===== src/rtl/fire_zone_ctrl.sv =====
// fire_zone_ctrl: per-zone fire detection, confirmation and extinguish control.
// Debounces raw smoke/heat per zone and runs an independent FSM per zone.
// Ports: clk, reset (async active-low), smoke_signal/heat_signal [ZONES],
//   ack (operator acknowledge), alarm (any zone), alarm_zone/extinguish [ZONES].
// Build option: define FIRE_ACK_LATCH_EN to hold a zone in LATCHED after
//   extinguishing until ack with smoke clear; otherwise it returns to IDLE.
module fire_zone_ctrl #(
  parameter int ZONES          = 4,
  parameter int DEBOUNCE       = 3,
  parameter int CONFIRM_CYCLES = 8,
  parameter int EXT_CYCLES     = 16
) (
  input  logic             clk,
  input  logic             reset,
  input  logic [ZONES-1:0] smoke_signal,
  input  logic [ZONES-1:0] heat_signal,
  input  logic             ack,
  output logic             alarm,
  output logic [ZONES-1:0] alarm_zone,
  output logic [ZONES-1:0] extinguish
);

  typedef enum logic [1:0] {
    IDLE    = 2'b00,
    ALARM   = 2'b01,
    EXTING  = 2'b10
`ifdef FIRE_ACK_LATCH_EN
    ,
    LATCHED = 2'b11
`endif
  } zone_state_e;

  localparam logic [7:0]  DB_LAST  = 8'(DEBOUNCE - 1);
  localparam logic [7:0]  CF_LAST  = 8'(CONFIRM_CYCLES - 1);
  localparam logic [15:0] EXT_LOAD = 16'(EXT_CYCLES);

  logic [ZONES-1:0] smoke_db;
  logic [ZONES-1:0] heat_db;
  logic [ZONES-1:0] both;
  logic [7:0]       smoke_cnt [ZONES];
  logic [7:0]       heat_cnt  [ZONES];

  zone_state_e      state_q [ZONES];
  zone_state_e      state_d [ZONES];
  logic [7:0]       conf_q  [ZONES];
  logic [7:0]       conf_d  [ZONES];
  logic [15:0]      tmr_q   [ZONES];
  logic [15:0]      tmr_d   [ZONES];
  logic [ZONES-1:0] az_d;
  logic [ZONES-1:0] ext_d;

`ifndef FIRE_ACK_LATCH_EN
  logic ack_unused;
  assign ack_unused = ack;
`endif

  assign both = smoke_db & heat_db;

  // A debounced value only moves after DEBOUNCE consecutive
  // disagreeing samples; one agreeing sample restarts the run.
  always_ff @(posedge clk or negedge reset) begin
    if (!reset) begin
      smoke_db <= '0;
      heat_db  <= '0;
      for (int z = 0; z < ZONES; z++) begin
        smoke_cnt[z] <= '0;
        heat_cnt[z]  <= '0;
      end
    end else begin
      for (int z = 0; z < ZONES; z++) begin
        if (smoke_signal[z] == smoke_db[z]) begin
          smoke_cnt[z] <= '0;
        end else if (smoke_cnt[z] == DB_LAST) begin
          smoke_db[z]  <= smoke_signal[z];
          smoke_cnt[z] <= '0;
        end else begin
          smoke_cnt[z] <= smoke_cnt[z] + 8'd1;
        end
        if (heat_signal[z] == heat_db[z]) begin
          heat_cnt[z] <= '0;
        end else if (heat_cnt[z] == DB_LAST) begin
          heat_db[z]  <= heat_signal[z];
          heat_cnt[z] <= '0;
        end else begin
          heat_cnt[z] <= heat_cnt[z] + 8'd1;
        end
      end
    end
  end

  always_comb begin
    az_d  = '0;
    ext_d = '0;
    for (int z = 0; z < ZONES; z++) begin
      state_d[z] = IDLE;
      conf_d[z]  = '0;
      tmr_d[z]   = '0;
      case (state_q[z])
        IDLE: begin
          if (smoke_db[z]) state_d[z] = ALARM;
        end
        ALARM: begin
          if (!smoke_db[z]) begin
            state_d[z] = IDLE;
          end else if (both[z] && conf_q[z] == CF_LAST) begin
            state_d[z] = EXTING;
            tmr_d[z]   = EXT_LOAD;
          end else begin
            state_d[z] = ALARM;
            conf_d[z]  = both[z] ? conf_q[z] + 8'd1 : 8'd0;
          end
        end
        EXTING: begin
          // Timer at 1 means it expires on this edge.
          if (tmr_q[z] > 16'd1) begin
            state_d[z] = EXTING;
            tmr_d[z]   = tmr_q[z] - 16'd1;
          end else if (both[z]) begin
            state_d[z] = EXTING;
            tmr_d[z]   = EXT_LOAD;
          end else begin
`ifdef FIRE_ACK_LATCH_EN
            state_d[z] = LATCHED;
`else
            state_d[z] = IDLE;
`endif
          end
        end
`ifdef FIRE_ACK_LATCH_EN
        LATCHED: begin
          if (ack && !smoke_db[z]) begin
            state_d[z] = IDLE;
          end else if (both[z]) begin
            state_d[z] = ALARM;
          end else begin
            state_d[z] = LATCHED;
          end
        end
`endif
        default: state_d[z] = IDLE;
      endcase
      az_d[z]  = (state_d[z] != IDLE);
      ext_d[z] = (state_d[z] == EXTING);
    end
  end

  always_ff @(posedge clk or negedge reset) begin
    if (!reset) begin
      alarm      <= 1'b0;
      alarm_zone <= '0;
      extinguish <= '0;
      for (int z = 0; z < ZONES; z++) begin
        state_q[z] <= IDLE;
        conf_q[z]  <= '0;
        tmr_q[z]   <= '0;
      end
    end else begin
      alarm      <= |az_d;
      alarm_zone <= az_d;
      extinguish <= ext_d;
      for (int z = 0; z < ZONES; z++) begin
        state_q[z] <= state_d[z];
        conf_q[z]  <= conf_d[z];
        tmr_q[z]   <= tmr_d[z];
      end
    end
  end

endmodule

===== config.mk =====
export PLATFORM = sky130hd
export DESIGN_NAME = fire_zone_ctrl
export DESIGN_NICKNAME = d
export VERILOG_FILES = /design/src/rtl/fire_zone_ctrl.sv
export SDC_FILE = /design/constraint.sdc
export NUM_CORES = 1
export LEC_CHECK = 0
export CORE_MARGIN = 2
export CORE_UTILIZATION = 65
export CTS_BUF_LIST = sky130_fd_sc_hd__clkbuf_8
export DETAILED_ROUTE_END_ITERATION = 8
export PLACE_DENSITY = 0.91
export SYNTH_ARGS = -nofsm -noshare
export SYNTH_HDL_FRONTEND = slang
export SYNTH_SLANG_ARGS = --single-unit

===== constraint.sdc =====
create_clock -name clk -period 5.2 [get_ports clk]
set_input_delay 0.52 -clock clk [delete_from_list [all_inputs] [get_ports clk]]
set_output_delay 0.52 -clock clk [all_outputs]
set_load 0.02 [all_outputs]

**Word level (Yosys, flattened, before mapping)**

Cells that the tools add are included.

- Register bits after elaboration: 185
- Input bits: 11
- Output and inout port bits: 9

- Muxes and demuxes: 76
- Equality and inequality tests: 32
- Bitwise operators: 9
- Reduce and logical (&&, ||, !) cells: 21
- $lt $le $gt $ge: 4
- Add/subtract/negate cells: 16

Operator list:

| kind | number |
|---|---|
| 8-bit two-way mux | 32 |
| 16-bit one-hot mux with 2 select lines | 4 |
| 8-bit by 1-bit adder with 8-bit output, second input constant | 12 |
| 8-bit by 2-bit equality test with 1-bit output, second input constant | 8 |
| 16-bit by 1-bit greater-than comparator with 1-bit output, second input constant | 4 |
| 16-bit two-way mux | 4 |
| 16-bit by 1-bit subtractor with 16-bit output, second input constant | 4 |
| 5-bit two-way mux | 12 |
| 8-bit by 3-bit equality test with 1-bit output, second input constant | 4 |
| 2-bit two-way mux | 16 |
| 2-bit one-hot mux with 3 select lines | 4 |
| 2-bit equality test, second input constant | 8 |
| 2-bit AND reduction | 8 |
| 1-bit equality test | 8 |
| 2-bit by 1-bit equality test with 1-bit output, second input constant | 4 |
| 2-bit logical NOT | 4 |
| 1-bit inverter | 8 |
| 2-bit nonzero test | 4 |
| 4-bit bitwise AND | 1 |
| 1-bit logical AND | 4 |
| 1-bit two-way mux | 4 |
| 4-bit OR reduction | 1 |

**Logic depth before layout (Yosys ltp)**

- Depth in word-level cells: 7
- Depth in mapped cells: 8

**Worst setup path before layout**

OpenSTA, ideal clock, no wires.

- Kind: register to register
- Start: register conf_q[24] in the netlist's numbering
- End: register tmr_q[52] in the netlist's numbering
- Slack: 3128 ps
- Clock period less this slack: 2072 ps
- Stages on the path, launching flop included: 7
- Buffers on the path: 0
- Data arrival time: 1973 ps
- Cell sequence: dfrtp_1 > ha_1 > or4b_1 > nor4b_1 > nand4_1 > and3_1 > a311oi_1

RTL lines:

| item | RTL line | source |
|---|---|---|
| start: declaration | 45 | `logic [7:0] conf_q [ZONES];` |
| start signal: indexed assignment | 163 | `conf_q[z] <= conf_d[z];` |
| end signal: indexed assignment | 164 | `tmr_q[z] <= tmr_d[z];` |
| end: declaration | 47 | `logic [15:0] tmr_q [ZONES];` |

==> impl_metrics.prom <==
# TYPE chip_impl_metric gauge
chip_impl_metric{name="timing.final.ws_setup",unit="ps"} 2841
chip_impl_metric{name="dr.first_iter.drc_count",unit=""} 450
chip_impl_metric{name="seqCellArea",unit="um2"} 4629
chip_impl_metric{name="residual_drc_count",unit=""} 0
chip_impl_metric{name="relSlewSlack",unit="%"} 50.17
chip_impl_metric{name="setup-tns-final",unit="ps"} 0
chip_impl_info{name="outcome",value="complete, no violations"} 1
chip_impl_metric{name="place_worst_setup_slack",unit="ps"} 2889
chip_impl_info{name="cts_tree",value="yes"} 1
chip_impl_metric{name="routed-via-count",unit=""} 5967
chip_impl_metric{name="drt-wirelength-per-cell",unit="um"} 13.92
chip_impl_metric{name="ys_warn_count",unit=""} 0
chip_impl_metric{name="synth-edff-count",unit=""} 0
chip_impl_info{name="setup_repair_after_global_routing_missed_its_margin",value="false"} 1
chip_impl_metric{name="clock_insertion_delay_worst_skew",unit="ps"} 470
chip_impl_metric{name="finish.net_count",unit=""} 937
chip_impl_metric{name="dpl.cell_count",unit=""} 1039
chip_impl_info{name="hp-class",value="in -> async"} 1
chip_impl_info{name="cell_chosen_for_the_clock_root",value="clkbuf_8"} 1
chip_impl_metric{name="diodes",unit=""} 0
chip_impl_metric{name="power_leakage",unit="nW"} 4.882
chip_impl_metric{name="critical_path_required",unit="ps"} 5570
chip_impl_metric{name="initial_utilization",unit="%"} 66.65
chip_impl_metric{name="final.period_utilization",unit="%"} 45.36
chip_impl_metric{name="maximum_number_of_pins_on_one_net_before_global_route_repair",unit=""} 81
chip_impl_metric{name="worst_ep_arrival_time",unit="ps"} 2730
chip_impl_metric{name="yosysSeqAreaShare",unit="%"} 52.45
chip_impl_metric{name="final_period_minus_worst_setup_slack",unit="ps"} 2359
chip_impl_metric{name="finalMaxSlewViolations",unit=""} 0
chip_impl_info{name="worstSetupEndpointType",value="flip-flop"} 1
chip_impl_info{name="post_synth_most_frequent_cells",value="dfrtp_1 (185), nor2_1 (180), xor2_1 (79)"} 1
chip_impl_info{name="synth_area_leader_cell",value="dfrtp_1"} 1
chip_impl_metric{name="core-area",unit="um2"} 13240
chip_impl_metric{name="fin_skew",unit="ps"} 13.14
chip_impl_metric{name="number_of_fillers_in_the_final_layout",unit=""} 912
chip_impl_metric{name="finalCoreUtilization",unit="%"} 72.58
chip_impl_metric{name="htree_num_levels",unit=""} 4
chip_impl_metric{name="maxCapViolCount",unit=""} 0
chip_impl_metric{name="rows",unit=""} 42
chip_impl_metric{name="syn_to_final_growth",unit="%"} 8.903
chip_impl_metric{name="cts_inserted_buffers",unit=""} 17
chip_impl_metric{name="setup_viol",unit=""} 0
chip_impl_metric{name="post_cts_resize_count",unit=""} 0
chip_impl_metric{name="postSynthCellCount",unit=""} 852
chip_impl_metric{name="mappedNetlistArea",unit="um2"} 8826
chip_impl_metric{name="netlist.area_leader.share",unit="%"} 52.45
chip_impl_metric{name="yosysUniqueCellTypes",unit=""} 46
chip_impl_info{name="post_synth_main_area_contributors",value="dfrtp_1 (52%), xor2_1 (7.8%), nor2_1 (7.7%)"} 1
chip_impl_metric{name="ant_nets",unit=""} 0
chip_impl_metric{name="boundary_pin_count",unit=""} 20
chip_impl_metric{name="synth_seq_cells",unit=""} 185
chip_impl_metric{name="async_flop_share",unit="%"} 100.0
chip_impl_metric{name="worstPathMaxFanout",unit=""} 5
chip_impl_metric{name="cts.clk_slew.worst_paths",unit="ps"} 90
chip_impl_metric{name="cts_sinks",unit=""} 185
chip_impl_metric{name="timing.hold.ws",unit="ps"} 59.70
chip_impl_info{name="reg2reg_from",value="conf_q[24]"} 1
chip_impl_metric{name="post-cts-setup-buffers",unit=""} 0
chip_impl_metric{name="chipHeight",unit="um"} 120.5
chip_impl_info{name="synth_ff_type",value="dfrtp_1"} 1
chip_impl_metric{name="max_slew.worst_pin.slew",unit="ps"} 747.5
chip_impl_metric{name="finalHoldViolations",unit=""} 0
chip_impl_metric{name="post_synth.cell_area_avg",unit="um2"} 10.36
chip_impl_metric{name="postCtsHoldBufs",unit=""} 0
chip_impl_metric{name="final_layout_size_suffix_gt1_share",unit="%"} 6.369
chip_impl_metric{name="clock.fmax",unit="GHz"} 0.4240
chip_impl_info{name="worstSetupStartpoint",value="conf_q[24]"} 1
chip_impl_info{name="setup.worst_path.class",value="reg -> reg"} 1
chip_impl_metric{name="port_buffers",unit=""} 18
chip_impl_metric{name="groute.usage.overall",unit="%"} 22.62
chip_impl_metric{name="via_count_of_the_first_global_routing_pass",unit=""} 5927
chip_impl_info{name="startpoint_type",value="flip-flop"} 1
chip_impl_metric{name="grt_overflow",unit=""} 0
chip_impl_metric{name="fp.dieArea",unit="um2"} 14530
chip_impl_metric{name="initial_antenna_violation_count",unit=""} 0
chip_impl_metric{name="drt-vias-per-instance",unit=""} 5.571
chip_impl_metric{name="multi_input_area",unit="um2"} 4004
chip_impl_metric{name="peakVddDrop",unit="V"} 0.0002437
chip_impl_metric{name="postSynthNetCount",unit=""} 907
chip_impl_metric{name="die_w",unit="um"} 120.5
chip_impl_metric{name="drt_pass1_iterations",unit=""} 5
chip_impl_metric{name="gp_routability_congestion",unit=""} 0.8238
chip_impl_metric{name="clock_tree.buffer_depth",unit=""} 2
chip_impl_metric{name="grt_pass1_wl",unit="um"} 26410
chip_impl_metric{name="cellPowerDensity",unit="nW/um2"} 350.2
chip_impl_metric{name="final_cells",unit=""} 1071
chip_impl_metric{name="routed_wl",unit="um"} 14910
chip_impl_info{name="synth_most_common_cell",value="dfrtp_1"} 1
chip_impl_metric{name="place_hpwl",unit="um"} 10140
==> layer usage <==
metal | vias up | part of all wire (%) | GRT usage [%]
met5 | - | 0 | 0
met4 | 0 | 1.8 | 7.340
met1 | 2919 | 46 | 29.08
met2 | 90 | 50 | 37.64
li1 | 2931 | - | -
met3 | 27 | 2.9 | 5.943
==> worst paths after layout <==
kind | cells after the start | slack, ps | end
setup / recovery | 6 | 2840 | tmr_q[52]
hold / removal | 1 | 60 | tmr_q[0]
setup reg to reg | 6 | 2840 | tmr_q[52]
hold reg to reg | 1 | 460 | conf_q[0]
max in group asynchronous | 2 | 3940 | conf_q[21]
min in group clk | 1 | 460 | conf_q[0]
==> cells by family (layout without fill, tap and decap cells) <==
family	count (synthesis)	after routing	share of synthesized area (%)
XOR/XNOR	130	130	12.90
adder cells (fa/ha/maj)	44	44	6.238
AND/OR/NAND/NOR	396	396	21.92
AO/OA/AOI/OAI	39	39	3.289
flip-flops	185	185	52.45
multiplexers	8	8	1.021
buffers and inverters	50	93	2.183
==> layout by cell type, fill, tap and decap left out, drive strengths merged, types with 3 or more instances in the layout <==
cell           instances
a21oi                  8
a31o                   3
a41o                   4
and3                  27
bufinv                 3
clkbuf                19
clkdlybuf4s50         17
clkinv                 5
dfrtp                185
ha                    44
inv                   45
mux2                   8
nand2                 29
nand2b                 3
nand3                 68
nand4                  5
nor2                 181
nor3                  22
nor3b                  3
nor4                  15
nor4b                 10
o21a                   3
o21ai                  6
o31ai                  4
o41ai                  3
or2                    4
or3                    8
or4                   12
xnor2                 51
xor2                  79
==> power by group <==
group	total, mW	internal, mW	switching [mW]
registers	1.75	1.58	0.169
logic	0.635	0.254	0.381
clock network	0.984	0.482	0.502
==> layout make-up <==
type | instances | area share, %
clock inverters | 14 | 1.640
well taps | 176 | 2.291
clock buffers | 18 | 2.577
inverters | 41 | 1.601
flip-flops and latches | 185 | 48.16
multi-input cells | 617 | 41.66
repair buffers | 20 | 2.070
==> state kept, by name (all words and copies together) (netlist names) <==
name,count
heat_db,4
conf_q,32
smoke_cnt,32
alarm,1
smoke_db,4
tmr_q,64
state_q,8
heat_cnt,32
extinguish,4
alarm_zone,4
==> through the flow <==
step,power [mW],area [um2]
after global placement,2.368,9206
after floorplan,2.181,8826
after global routing,3.571,9612
final,3.366,9612
after CTS,3.394,9612
after detailed placement,2.409,9206
==> critical path, stage by stage (launching register included) <==
cell and delay [ps]:
dfrtp_1 420, ha_1 240, or4b_1 460, nor4b_1 440, nand4_1 210, and3_1 240, a311oi_1 270
Power figures use the tool's default switching activity.
